--- src/rtl/bdm_command_sequencer_if.sv ---
// Host command/response and BDC serial-engine signals of the BDM command sequencer.
// master: host + serial-engine side; slave: the sequencer itself.
interface bdm_command_sequencer_if #(
    parameter int OPW = 3
);
    logic            cmd_valid;
    logic            cmd_ready;
    logic [OPW-1:0]  cmd_op;
    logic [7:0]      cmd_opcode;
    logic [15:0]     cmd_addr;
    logic [15:0]     cmd_wdata;
    logic            rsp_valid;
    logic [15:0]     rsp_data;
    logic            rsp_err;
    logic            busy;
    logic            tgt_clk_pulse;
    logic [7:0]      bdc_data_in;
    logic            bdc_send_data;
    logic            bdc_read_data;
    logic [7:0]      bdc_data_out;
    logic            bdc_ready;

    modport master (
        output cmd_valid, cmd_op, cmd_opcode, cmd_addr, cmd_wdata,
        output tgt_clk_pulse, bdc_data_out, bdc_ready,
        input  cmd_ready, rsp_valid, rsp_data, rsp_err, busy,
        input  bdc_data_in, bdc_send_data, bdc_read_data
    );

    modport slave (
        input  cmd_valid, cmd_op, cmd_opcode, cmd_addr, cmd_wdata,
        input  tgt_clk_pulse, bdc_data_out, bdc_ready,
        output cmd_ready, rsp_valid, rsp_data, rsp_err, busy,
        output bdc_data_in, bdc_send_data, bdc_read_data
    );
endinterface

--- src/rtl/bdm_command_sequencer.sv ---
// BDM command sequencer: turns one host command into opcode/address/data byte
// transfers on the BDC serial engine, waits the target-clock no-ACK delay,
// collects read-back bytes and returns a single response.
module bdm_command_sequencer #(
    parameter int DELAY_TCLKS = 16,
    parameter int OPW         = 3
) (
    input logic                    clk,
    input logic                    rst,
    bdm_command_sequencer_if.slave bus
);

    localparam logic [2:0] S_IDLE    = 3'd0;
    localparam logic [2:0] S_TX_REQ  = 3'd1;
    localparam logic [2:0] S_TX_WAIT = 3'd2;
    localparam logic [2:0] S_DELAY   = 3'd3;
    localparam logic [2:0] S_RX_REQ  = 3'd4;
    localparam logic [2:0] S_RX_WAIT = 3'd5;
    localparam logic [2:0] S_RESP    = 3'd6;

    localparam logic [OPW-1:0] OP_NODATA  = OPW'(0);
    localparam logic [OPW-1:0] OP_READ8   = OPW'(1);
    localparam logic [OPW-1:0] OP_WRITE8  = OPW'(2);
    localparam logic [OPW-1:0] OP_READ16  = OPW'(3);
    localparam logic [OPW-1:0] OP_WRITE16 = OPW'(4);

    localparam logic [7:0] DLY_INIT = 8'(DELAY_TCLKS);

    logic [2:0]       state;
    logic [3:0][7:0]  tx_buf;     // bytes to transmit, index 0 first
    logic [1:0]       tx_last;    // index of the final byte in tx_buf
    logic [1:0]       tx_idx;
    logic [1:0]       rx_left;
    logic [7:0]       dly_cnt;
    logic             guard;      // engine's ready is not trusted right after a strobe
    logic [15:0]      rsp_data_q;
    logic             rsp_err_q;
    logic             send_q;
    logic             read_q;
    logic [7:0]       data_in_q;
    logic             op_legal;

    assign op_legal = (bus.cmd_op <= OP_WRITE16);

    assign bus.cmd_ready     = (state == S_IDLE);
    assign bus.busy          = (state != S_IDLE);
    assign bus.rsp_valid     = (state == S_RESP);
    assign bus.rsp_data      = rsp_data_q;
    assign bus.rsp_err       = rsp_err_q;
    assign bus.bdc_send_data = send_q;
    assign bus.bdc_read_data = read_q;
    assign bus.bdc_data_in   = data_in_q;

    // Command sequencing FSM with its byte buffer, delay counter and response registers.
    always_ff @(posedge clk) begin
        if (rst) begin
            state      <= S_IDLE;
            tx_buf     <= '0;
            tx_last    <= '0;
            tx_idx     <= '0;
            rx_left    <= '0;
            dly_cnt    <= '0;
            guard      <= 1'b0;
            rsp_data_q <= '0;
            rsp_err_q  <= 1'b0;
            send_q     <= 1'b0;
            read_q     <= 1'b0;
            data_in_q  <= '0;
        end else begin
            // strobes are single-cycle unless re-armed below
            send_q <= 1'b0;
            read_q <= 1'b0;
            case (state)
                S_IDLE: begin
                    if (bus.cmd_valid) begin
                        rsp_data_q <= '0;
                        rsp_err_q  <= ~op_legal;
                        tx_idx     <= '0;
                        tx_buf[0]  <= bus.cmd_opcode;
                        tx_last    <= 2'd0;
                        rx_left    <= 2'd0;
                        case (bus.cmd_op)
                            OP_READ8: begin
                                tx_buf[1] <= bus.cmd_addr[15:8];
                                tx_buf[2] <= bus.cmd_addr[7:0];
                                tx_last   <= 2'd2;
                                rx_left   <= 2'd1;
                            end
                            OP_WRITE8: begin
                                tx_buf[1] <= bus.cmd_addr[15:8];
                                tx_buf[2] <= bus.cmd_addr[7:0];
                                tx_buf[3] <= bus.cmd_wdata[7:0];
                                tx_last   <= 2'd3;
                            end
                            OP_READ16: rx_left <= 2'd2;
                            OP_WRITE16: begin
                                tx_buf[1] <= bus.cmd_wdata[15:8];
                                tx_buf[2] <= bus.cmd_wdata[7:0];
                                tx_last   <= 2'd2;
                            end
                            default: ;
                        endcase
                        // illegal ops answer immediately without touching the engine
                        state <= op_legal ? S_TX_REQ : S_RESP;
                    end
                end
                S_TX_REQ: begin
                    if (bus.bdc_ready) begin
                        data_in_q <= tx_buf[tx_idx];
                        send_q    <= 1'b1;
                        guard     <= 1'b1;
                        state     <= S_TX_WAIT;
                    end
                end
                S_TX_WAIT: begin
                    if (guard) begin
                        guard <= 1'b0;
                    end else if (bus.bdc_ready) begin
                        if (tx_idx != tx_last) begin
                            tx_idx <= tx_idx + 2'd1;
                            state  <= S_TX_REQ;
                        end else begin
                            dly_cnt <= DLY_INIT;
                            state   <= S_DELAY;
                        end
                    end
                end
                S_DELAY: begin
                    if (dly_cnt == 8'd0) begin
                        state <= (rx_left != 2'd0) ? S_RX_REQ : S_RESP;
                    end else if (bus.tgt_clk_pulse) begin
                        dly_cnt <= dly_cnt - 8'd1;
                    end
                end
                S_RX_REQ: begin
                    if (bus.bdc_ready) begin
                        read_q <= 1'b1;
                        guard  <= 1'b1;
                        state  <= S_RX_WAIT;
                    end
                end
                S_RX_WAIT: begin
                    if (guard) begin
                        guard <= 1'b0;
                    end else if (bus.bdc_ready) begin
                        rsp_data_q <= {rsp_data_q[7:0], bus.bdc_data_out};
                        rx_left    <= rx_left - 2'd1;
                        state      <= (rx_left == 2'd1) ? S_RESP : S_RX_REQ;
                    end
                end
                S_RESP:  state <= S_IDLE;
                default: state <= S_IDLE;
            endcase
        end
    end

endmodule

--- src/flat_wrapper.sv ---
// flat-port wrapper written by rule: the top's interface ports become plain ports
module bdm_command_sequencer_flat 
#(
    parameter int DELAY_TCLKS = 16,
    parameter int OPW         = 3
)
  (clk, rst, bus_cmd_valid, bus_cmd_op, bus_cmd_opcode, bus_cmd_addr, bus_cmd_wdata, bus_tgt_clk_pulse, bus_bdc_data_out, bus_bdc_ready, bus_cmd_ready, bus_rsp_valid, bus_rsp_data, bus_rsp_err, bus_busy, bus_bdc_data_in, bus_bdc_send_data, bus_bdc_read_data);
  bdm_command_sequencer_if #(.OPW(OPW)) bus_i ();
  input logic clk;
  input logic rst;
  input wire logic [$bits(bus_i.cmd_valid)-1:0] bus_cmd_valid;
  input wire logic [$bits(bus_i.cmd_op)-1:0] bus_cmd_op;
  input wire logic [$bits(bus_i.cmd_opcode)-1:0] bus_cmd_opcode;
  input wire logic [$bits(bus_i.cmd_addr)-1:0] bus_cmd_addr;
  input wire logic [$bits(bus_i.cmd_wdata)-1:0] bus_cmd_wdata;
  input wire logic [$bits(bus_i.tgt_clk_pulse)-1:0] bus_tgt_clk_pulse;
  input wire logic [$bits(bus_i.bdc_data_out)-1:0] bus_bdc_data_out;
  input wire logic [$bits(bus_i.bdc_ready)-1:0] bus_bdc_ready;
  output wire logic [$bits(bus_i.cmd_ready)-1:0] bus_cmd_ready;
  output wire logic [$bits(bus_i.rsp_valid)-1:0] bus_rsp_valid;
  output wire logic [$bits(bus_i.rsp_data)-1:0] bus_rsp_data;
  output wire logic [$bits(bus_i.rsp_err)-1:0] bus_rsp_err;
  output wire logic [$bits(bus_i.busy)-1:0] bus_busy;
  output wire logic [$bits(bus_i.bdc_data_in)-1:0] bus_bdc_data_in;
  output wire logic [$bits(bus_i.bdc_send_data)-1:0] bus_bdc_send_data;
  output wire logic [$bits(bus_i.bdc_read_data)-1:0] bus_bdc_read_data;
  assign bus_i.cmd_valid = bus_cmd_valid;
  assign bus_i.cmd_op = bus_cmd_op;
  assign bus_i.cmd_opcode = bus_cmd_opcode;
  assign bus_i.cmd_addr = bus_cmd_addr;
  assign bus_i.cmd_wdata = bus_cmd_wdata;
  assign bus_i.tgt_clk_pulse = bus_tgt_clk_pulse;
  assign bus_i.bdc_data_out = bus_bdc_data_out;
  assign bus_i.bdc_ready = bus_bdc_ready;
  assign bus_cmd_ready = bus_i.cmd_ready;
  assign bus_rsp_valid = bus_i.rsp_valid;
  assign bus_rsp_data = bus_i.rsp_data;
  assign bus_rsp_err = bus_i.rsp_err;
  assign bus_busy = bus_i.busy;
  assign bus_bdc_data_in = bus_i.bdc_data_in;
  assign bus_bdc_send_data = bus_i.bdc_send_data;
  assign bus_bdc_read_data = bus_i.bdc_read_data;
  bdm_command_sequencer #(.DELAY_TCLKS(DELAY_TCLKS), .OPW(OPW)) u_core (.clk(clk), .rst(rst), .bus(bus_i));
endmodule
--- config.mk ---
export PLATFORM = sky130hd
export DESIGN_NAME = bdm_command_sequencer_flat
export DESIGN_NICKNAME = d
export VERILOG_FILES = /design/src/rtl/bdm_command_sequencer_if.sv /design/src/rtl/bdm_command_sequencer.sv /design/src/flat_wrapper.sv
export SDC_FILE = /design/constraint.sdc
export NUM_CORES = 1
export LEC_CHECK = 0
export BUFFER_PORTS_ARGS = -buffer_cell sky130_fd_sc_hd__buf_2
export CAP_MARGIN = 20
export CORE_ASPECT_RATIO = 2
export CORE_UTILIZATION = 40
export CTS_CLUSTER_SIZE = 25
export DETAILED_ROUTE_END_ITERATION = 12
export GPL_TIMING_DRIVEN = 0
export PLACE_DENSITY = 0.64
export SLEW_MARGIN = 5
export SYNTH_ARGS = -nofsm -noshare
export SYNTH_HDL_FRONTEND = slang
export SYNTH_SLANG_ARGS = --single-unit
--- constraint.sdc ---
create_clock -name clk -period 2.3 [get_ports clk]
set_input_delay 0.46 -clock clk [delete_from_list [all_inputs] [get_ports clk]]
set_output_delay 0.46 -clock clk [all_outputs]
set_load 0.01 [all_outputs]
==> results of run 1 <==
## Yosys cell counts (4+ instances only)
master    number  area share
nand2_1       39       0.040
nor2_1        59       0.061
a22oi_1       16       0.033
clkbuf_1      22       0.023
mux2i_1       24       0.066
buf_2          7      0.0097
dfxtp_1       77        0.43
o21ai_0        5      0.0069
ha_1           4       0.014
nor2b_1        6       0.010
nor3b_1        4      0.0083
a21oi_1       28       0.039
inv_1          8      0.0083
mux4_2         8       0.050
nand3b_1       5       0.010
a211oi_1      18       0.037
nor3_1         7      0.0097
## critical path: stages (launching register included)
cell	delay (ns)
dfxtp_1	0.44
clkbuf_2	0.26
clkbuf_1	0.34
and3b_1	0.22
buf_2	0.13
## metal layers
metal,GRT usage,vias to the layer above
met2,0.402,74
met5,0,-
met1,0.217,1528
met3,0.0309,29
met4,0.122,0
li1,-,1645
## path summary, 6_finish.rpt
kind / startpoint / end / slack (ns) / cells past startpoint
setup / recovery: u_core.state[0] / bus_rsp_valid / 0.10 / 4
hold / removal: bus_cmd_opcode[4] / u_core.tx_buf[4] / 0.36 / 3
setup reg to reg: u_core.state[0] / u_core.dly_cnt[1] / 0.17 / 5
hold reg to reg: u_core.tx_buf[1] / u_core.tx_buf[1] / 0.45 / 2
## metrics by stage
stage | area [sq um] | worst slack [ns] | std cells | utilization | hold slack [ns]
floorplan | 3620 | 0.418 | 401 | - | 0.433
global placement | 4170 | 0.136 | 586 | 0.479 | 0.441
detailed placement | 4170 | 0.0875 | 586 | 0.479 | 0.447
CTS | 4490 | 0.000264 | 602 | 0.516 | 0.358
global route | 4500 | 0.0178 | 602 | 0.517 | 0.376
finish | 4500 | 0.103 | 602 | 0.517 | 0.363
## sequential cells by signal (all words and copies together) (netlist names)
| signal | flops |
|---|---|
| u_core.bus.bdc_data_in | 8 |
| u_core.bus.bdc_read_data | 1 |
| u_core.bus.bdc_send_data | 1 |
| u_core.bus.rsp_data | 16 |
| u_core.bus.rsp_err | 1 |
| u_core.dly_cnt | 8 |
| u_core.guard | 1 |
| u_core.rx_left | 2 |
| u_core.state | 3 |
| u_core.tx_buf | 32 |
| u_core.tx_idx | 2 |
| u_core.tx_last | 2 |
## what timing repair did
| action | in CTS | in global routing |
|---|---|---|
| hold endpoints to repair | 0 | 0 |
| gates resized for setup | 0 | 5 |
| endpoints found under the setup margin | 0 | 21 |
## kinds of logic after synthesis
kind of cell             share of synthesized area
AND/OR/NAND/NOR                              0.202
AO/OA/AOI/OAI                                0.181
flip-flops                                   0.425
buffers and inverters                       0.0449
multiplexers                                 0.125
adder cells (fa/ha/maj)                     0.0138
XOR/XNOR                                   0.00725
## cell type report
type	count	area, sq um	area share
multi-input cells	284	1930	0.428
flip-flops and latches	77	1540	0.343
repair buffers	85	425	0.0945
clock buffers	10	229	0.0509
plain buffers	32	135	0.0300
well taps	100	125	0.0278
clock inverters	6	87.6	0.0195
inverters	8	30.0	0.00667
## power groups by stage
stage | clock network (mW) | registers [mW] | logic [mW]
finish | 1.52 | 1.62 | 1.27
global route | 1.59 | 1.63 | 1.41
CTS | 1.53 | 1.62 | 1.27
detailed placement | 0 | 1.65 | 1.26
global placement | 0 | 1.63 | 1.24
floorplan | 0 | 1.62 | 0.909
## cell usage in the layout (no fill, tap or decap), types with 3 or more instances in the layout
| cell type | instances |
|---|---|
| buf_2 | 92 |
| xor2_1 | 3 |
| nand2b_1 | 3 |
| a31oi_1 | 3 |
| clkinvlp_4 | 3 |
| ha_1 | 4 |
| a311oi_1 | 3 |
| nand4b_1 | 3 |
| o21ai_0 | 5 |
| o31ai_1 | 3 |
| a22oi_1 | 16 |
| a21oi_1 | 28 |
| a211oi_1 | 18 |
| mux2i_1 | 24 |
| nor2b_1 | 6 |
| and3b_1 | 3 |
| or3_1 | 3 |
| inv_1 | 8 |
| nor3_1 | 7 |
| nor2_1 | 59 |
| nand2_1 | 39 |
| clkbuf_16 | 9 |
| dfxtp_1 | 77 |
| clkbuf_1 | 21 |
| o22ai_1 | 3 |
| nor3b_1 | 4 |
| nand3b_1 | 5 |
| mux4_2 | 8 |
==> impl_results.md, run 1 <==
- Status: completed
- Leak: 1.87 nW
- Register area share after synthesis: 0.425
- Global-route wire length before repair: 15.6 mm
- CP Max Fanout: 10
- Clock transition at the registers of the reported paths: 0.06 ns
- Root Driver: clkbuf_16
- TritonCTS clock tree: built
- Slew Viols, Final: 0
- CP Capture Type: primary output
- Final Skew: 0.00501 ns
- Maximum vdd drop: 0.495 mV
- Critical Path AT: 1.74 ns
- Int Power: 2.97 mW
- Die X: 69.3 um
- Initial antenna violation count: 0
- Max-Cap Viols: 0
- Met2 WL: between 5 and 6 mm
- Final period util: 0.955
- Met3 wire len: 272 um
- Pwr Total: 4.40 mW
- #FFs+latches synth: 77
- First-pass DRT Iterations: 4
- M1 WL: 3.71 mm
- Sequential Power Share: 0.368
- Gr usage total: 0.212
- Wire per inst: 16.0 um
- Post-DP HPWL: around 7.4 mm
- Cts hold-fix bufs: 0
- Initial core utilization: 0.416
- Vias in the first global route: about 3200
- Final setup fails: 0
- Total wire length: between 9 and 10 mm
- Largest net degree at the start of global routing: 14
- Final nets: 557
- Warnings from Yosys: 0
- CTS Buf Count: 9
- Final Hold Fails: 0
- DR vias/cell: 5.44
- Worst-margin pin slew: 0.691 ns
- Via Count: roughly 3300
- RSZ-0062 raised after global routing: false
- Fraction of layout cells with a size suffix above 1: 0.257
- Post-route ant nets: 0
- Logic pwr share: 0.288
- Cell count after synthesis: 401
- Clock Power Share: 0.345
- Die area: ~9500 sq um
- Number of diodes: 0
- Die height: 137 um
- Post-CTS Setup Repair Bufs: 0
- Port Buf Inserts: 85
- Synth Cell Area: ~3600 sq um
- Number of synthesized flops with an enable pin: 0
- Ys flop type: dfxtp_1
- Setup CP Type: reg2out
- # rows: 48
- Post-layout min period: roughly 2.2 ns
- Worst-skew pair later-pin latency: 0.34 ns
- Top-Level Pins: 86
- Crit start category: register
- H-tree depth: 3
- Avg Inst Size Synth: 9.04 sq um
- Area of the core: 8710 sq um
- Final Wtd Congestion: 0.841
- Area growth from synthesis to layout: 24.2%
- Filler cells: 859
- Ys async rst share: 0
- Global route overflow: 0
- Clock Path Buffers: 2
- DRC viols: 0
- Switching Share: 0.326
- Yosys cell types: 55
- CTS Sinks: 77
- Worst hold path type: in2reg
- Net Switching: between 1 and 1.5 mW
- WP data required: 1.84 ns
- Top Layer Used: met4
- PD cells: 978 nW/um^2
- Fmax achieved: 455 MHz
- Syn_nets: ~460
- Max transition margin: 0.539
- Total Neg Setup Slack: 0 ns
- Initial DRC Count: 189
(Power assumes the default switching activity.)
==> inputs of run 2 (changes only) <==
--- a/config.mk
+++ b/config.mk
@@ -7,10 +7,11 @@
 export LEC_CHECK = 0
 export BUFFER_PORTS_ARGS = -buffer_cell sky130_fd_sc_hd__buf_2
 export CAP_MARGIN = 20
-export CORE_ASPECT_RATIO = 2
+export CORE_ASPECT_RATIO = 1.2
 export CORE_UTILIZATION = 40
 export CTS_CLUSTER_SIZE = 25
 export DETAILED_ROUTE_END_ITERATION = 12
+export GPL_ROUTABILITY_DRIVEN = 0
 export GPL_TIMING_DRIVEN = 0
 export PLACE_DENSITY = 0.64
 export SLEW_MARGIN = 5
==> run 2 against run 1 <==
Compared with the run above:
- global-route usage down 0.17 points
- critical path depth stayed put
- final cell count is 2.5% higher
- sequential power barely moved
- critical endpoint unchanged
==> impl_results.md, run 2 (same netlist as run 1, synthesis figures left out) <==
- Vias in the first global route: 3133
- Worst hold path type: in2reg
- Final nets: around 560
- Final Instance Area: 4410 sq um
- Status: completed
- Area of the core: 8700 sq um
- Clock transition at the registers of the reported paths: 0.09 ns
- Number of buffer and inverter stages on the critical path: 3
- Critical Path AT: 1.65 ns
- Dpl cells: 603
- Die height: 106 um
- Placed instance area: 4200 sq um
- Top-Level Pins: 86
- TritonCTS clock tree: built
- Clock Path Buffers: 2
- DR vias/cell: 5.33
- Filler cells: a little under 900
- Die X: 88.9 um
- Post-route ant nets: 0
- Final Hold Fails: 0
- Crit path cell chain: buf_2, clkbuf_1, and3b_1, buf_2
- Max transition margin: 0.541
- Top reg by flops: u_core.tx_buf
- Root Driver: clkbuf_8
- CP most frequent cell: buf_2
- Worst-skew pair later-pin latency: between 0.3 and 0.4 ns
- Most common cell after layout, fill and taps aside: buf_2
- Final setup fails: 0
- Fraction of layout cells with a size suffix above 1: 0.256
- Post-Layout Cell Count: ~620
- Number of diodes: 0
- PD cells: 908 nW/um^2
- Post-DP HPWL: 6.91 mm
- Slew Viols, Final: 0
- Most frequent cells in the layout: buf_2, dfxtp_1, nor2_1
- Die area: ~9400 sq um
- CP Max Fanout: 10
- H-tree depth: 3
- Maximum vdd drop: roughly 0.47 mV
- Post-layout min period: ~2.1 ns
- Worst-margin pin slew: 0.689 ns
- Final period util: 0.919
- First-pass DRT Iterations: 5
- RSZ-0062 raised after global routing: false
- Area growth from synthesis to layout: 21.7%
- Max-Cap Viols: 0
- Delay-heaviest family, CP: buffers and inverters
- Initial core utilization: 0.416
- Slowest stage delay, CP: 0.38 ns
- CP Capture Type: primary output
- Global-route wire length before repair: 15.1 mm
- Max reg flops: 32
- Largest net degree at the start of global routing: 13
- Setup CP Type: reg2out
- Initial DRC Count: 227
- Via Count: 3288
- Gr usage total: 0.210
- CP max-delay cell: clkbuf_1
- Total Neg Setup Slack: 0 ns
- CTS Buf Count: 9
- Total wire length: 9.49 mm
- WP data required: 1.84 ns
- Global route overflow: 0
- Wire per inst: between 15 and 20 um
- Fmax achieved: 473 MHz
- Final Skew: 0.0123 ns
- DRC viols: 0
- CTS Sinks: 77
- Post-layout util: 0.507
- Port Buf Inserts: 85
- Crit start category: register
- Leak: ~1.8 nW
- Final WS setup: 0.186 ns
- Pre-CTS setup slack: 0.0697 ns
- Initial antenna violation count: 0
- # rows: 37
[run 2: changes by cell type in the layout (fill, tap and decap cells not counted), sizes merged]
cell / before / now
clkinvlp: 3 / 0
clkinv: 1 / 2
[run 2: report_power, final]
part           switching [mW]  total (mW)  internal [mW]  leakage [nW]
Clock                   0.499        1.13          0.629         0.108
Combinational           0.754        1.27          0.512          1.10
Sequential              0.110        1.61           1.50         0.625
Total                    1.36        4.01           2.64          1.83
[run 2: worst paths after layout]
check | startpoint | to | slack, ns | cells past startpoint
hold / removal | bus_cmd_opcode[4] | u_core.tx_buf[4] | 0.34 | 3
setup reg to reg | u_core.state[0] | u_core.dly_cnt[1] | 0.19 | 5
hold reg to reg | u_core.bus.bdc_data_in[0] | u_core.bus.bdc_data_in[0] | 0.45 | 2
setup / recovery | u_core.state[1] | bus_rsp_valid | 0.19 | 4
[run 2: final cells by class]
cell class                 count  area [sq um]  share of cell area
inverter                       8          30.0             0.00681
buffer                        32           136              0.0309
multi-input combinational    284          1920               0.435
tap                          117           146              0.0332
clock buffer                  10           138              0.0312
clock inverter                 4          73.8              0.0167
timing repair buffer          85           425              0.0965
sequential                    77          1540               0.350
[run 2: layer usage]
| metal | GRT usage | vias to the layer above | share of wire |
|---|---|---|---|
| met5 | 0 | - | 0 |
| met4 | 0.0657 | 0 | 0.018 |
| met3 | 0.0419 | 13 | 0.040 |
| met2 | 0.351 | 77 | 0.51 |
| met1 | 0.270 | 1560 | 0.43 |
| li1 | - | 1638 | - |
[run 2: per-stage QoR]
step	power [mW]	hold WS (ns)
finish	4.01	0.340
floorplan	2.53	0.433
CTS	4.01	0.339
global placement	2.87	0.442
global route	4.23	0.351
detailed placement	2.89	0.445
[run 2: worst min-delay path, stage by stage]
cell and delay, ns:
buf_2 0.09, nand2_1 0.05, a21oi_1 0.05
[run 2: what timing repair did]
action                                  4_1_cts  5_1_grt
resized for setup                             1        4
setup buffers                                 0        0
hold buffers                                  0        0
pin swaps                                     0        0
endpoints found under the setup margin        1       12
==> inputs of run 3 (changes only) <==
--- a/config.mk
+++ b/config.mk
@@ -8,6 +8,7 @@
 export BUFFER_PORTS_ARGS = -buffer_cell sky130_fd_sc_hd__buf_2
 export CAP_MARGIN = 20
 export CORE_ASPECT_RATIO = 1.2
+export CORE_MARGIN = 5
 export CORE_UTILIZATION = 40
 export CTS_CLUSTER_SIZE = 25
 export DETAILED_ROUTE_END_ITERATION = 12
==> run 3 against run 2 <==
Compared with the run above:
- non-clock buffer count unchanged
- count of clock-buffer cells in the layout unchanged
- sequential share of layout area about the same
- fmax down 0.43%
- utilization down 1.3 points
- critical path depth unchanged
- register-to-register slack about the same
- clock power about the same
- worst setup slack worse by 0.0092 ns
- critical endpoint unchanged
- final area up 0.14%
==> impl_results.md, run 3 (same netlist as run 1, synthesis figures left out) <==
- Die area: about 11000 sq um
- PD cells: 908 nW/um^2
- Maximum vdd drop: 0.359 mV
- CTS Sinks: 77
- Final Hold Fails: 0
- Register area: approximately 1500 sq um
- Final nets: 557
- Post-layout min period: 2.12 ns
- Leak: 1.83 nW
- Die height: 114 um
- Area growth from synthesis to layout: 21.9%
- Hold path cells: 3
- Post-route ant nets: 0
- Final period util: 0.923
- Critical Path AT: around 1.7 ns
- DR vias/cell: 5.27
- Fraction of layout cells with a size suffix above 1: 0.257
- Final Skew: 0.0117 ns
- First-pass DRT Iterations: 4
- Filler cells: approximately 900
- Slew Viols, Final: 0
- Final Instance Area: 4420 sq um
- Post-Layout Cell Count: 622
- Worst hold path type: in2reg
- Initial DRC Count: 208
- Root Driver: clkbuf_8
- Area of the core: 8940 sq um
- Worst-margin pin slew: 0.704 ns
- H-tree depth: 3
- RSZ-0062 raised after global routing: false
- CP Max Fanout: 10
- Most common cell after layout, fill and taps aside: buf_2
- Post-DP HPWL: roughly 7.3 mm
- Fmax achieved: 471 MHz
- WP data required: 1.84 ns
- Max reg flops: 32
- Vias in the first global route: 3274
- Port Buf Inserts: 85
- Number of diodes: 0
- Most frequent cells in the layout: buf_2, dfxtp_1, nor2_1
- Pre-CTS setup slack: 0.0830 ns
- Final setup fails: 0
- Max transition margin: 0.530
- Via Count: 3278
- # rows: 38
- CP Capture Type: primary output
- Initial core utilization: 0.405
- Reg2Reg Depth: 5
- Max-Cap Viols: 0
- Initial antenna violation count: 0
- Largest net degree at the start of global routing: 14
- Total wire length: approximately 9.8 mm
- CTS Buf Count: 9
- Global-route wire length before repair: between 15 and 20 mm
- Top reg by flops: u_core.tx_buf
- DRC viols: 0
- R2R setup slack: 0.20 ns
- Worst-skew pair later-pin latency: 0.36 ns
- Gr usage total: 0.179
- Crit start category: register
- Status: completed
- Die X: 96.9 um
- Setup CP Type: reg2out
- Dpl cells: 606
- Global route overflow: 0
- Top-Level Pins: 86
- TritonCTS clock tree: built
- Placed instance area: 4200 sq um
- Final WS setup: roughly 0.18 ns
- Wire per inst: 15.7 um
- Total Neg Setup Slack: 0 ns
- Clock Path Buffers: 2
- Multi-input gate area: between 1500 and 2000 sq um
- Clock transition at the registers of the reported paths: 0.08 ns
## run 3: cell types whose count changed in the layout (fill, tap and decap cells not counted), sizes merged
cell | previous run | this run
inv | 8 | 9
clkinvlp | 0 | 1
## run 3: through the flow
| stage | utilization | hold slack, ns | total power, mW |
|---|---|---|---|
| 2_1_floorplan | - | 0.433 | 2.53 |
| 3_3_place_gp | 0.470 | 0.439 | 2.88 |
| 3_5_place_dp | 0.470 | 0.448 | 2.91 |
| 4_1_cts | 0.494 | 0.327 | 4.03 |
| 5_1_grt | 0.494 | 0.348 | 4.25 |
| 6_report | 0.494 | 0.348 | 4.01 |
## run 3: per-layer routing
layer	vias up	part of all wire	routed length, um	track usage
met3	11	0.034	336	0.0341
met1	1555	0.45	4360	0.216
met5	-	0	0	0
met4	0	0.017	162	0.0758
li1	1642	-	-	-
met2	70	0.50	4930	0.313
## run 3: final timing paths
kind / start / endpoint
hold reg to reg: u_core.bus.bdc_data_in[2] / u_core.bus.bdc_data_in[2]
setup / recovery: u_core.state[1] / bus_rsp_valid
setup reg to reg: u_core.tx_idx[0] / u_core.dly_cnt[0]
hold / removal: bus_cmd_opcode[7] / u_core.tx_buf[7]
## run 3: worst max-delay path: stages, from the launching register on
cell and delay, ns:
dfxtp_1 0.37, buf_2 0.23, clkbuf_1 0.36, and3b_1 0.22
buf_2 0.13
## run 3: layout make-up
| type | instances | share of cell area |
|---|---|---|
| multi-input cells | 284 | 0.435 |
| flip-flops and latches | 77 | 0.349 |
| repair buffers | 85 | 0.0963 |
| well taps | 120 | 0.0340 |
| plain buffers | 32 | 0.0309 |
| clock buffers | 10 | 0.0289 |
| clock inverters | 6 | 0.0195 |
| inverters | 8 | 0.00680 |
## run 3: repair_timing
action | in CTS | in global routing
pin swaps | 0 | 0
hold buffers | 0 | 0
gates resized for setup | 1 | 4
setup endpoints to repair | 1 | 5
endpoints found under the hold margin | 0 | 0
setup buffers | 0 | 0
## run 3: power breakdown
part | internal (mW) | switching (mW) | total (mW)
clock | 0.611 | 0.507 | 1.12
sequential | 1.50 | 0.109 | 1.61
combinational | 0.513 | 0.765 | 1.28
total | 2.63 | 1.38 | 4.01
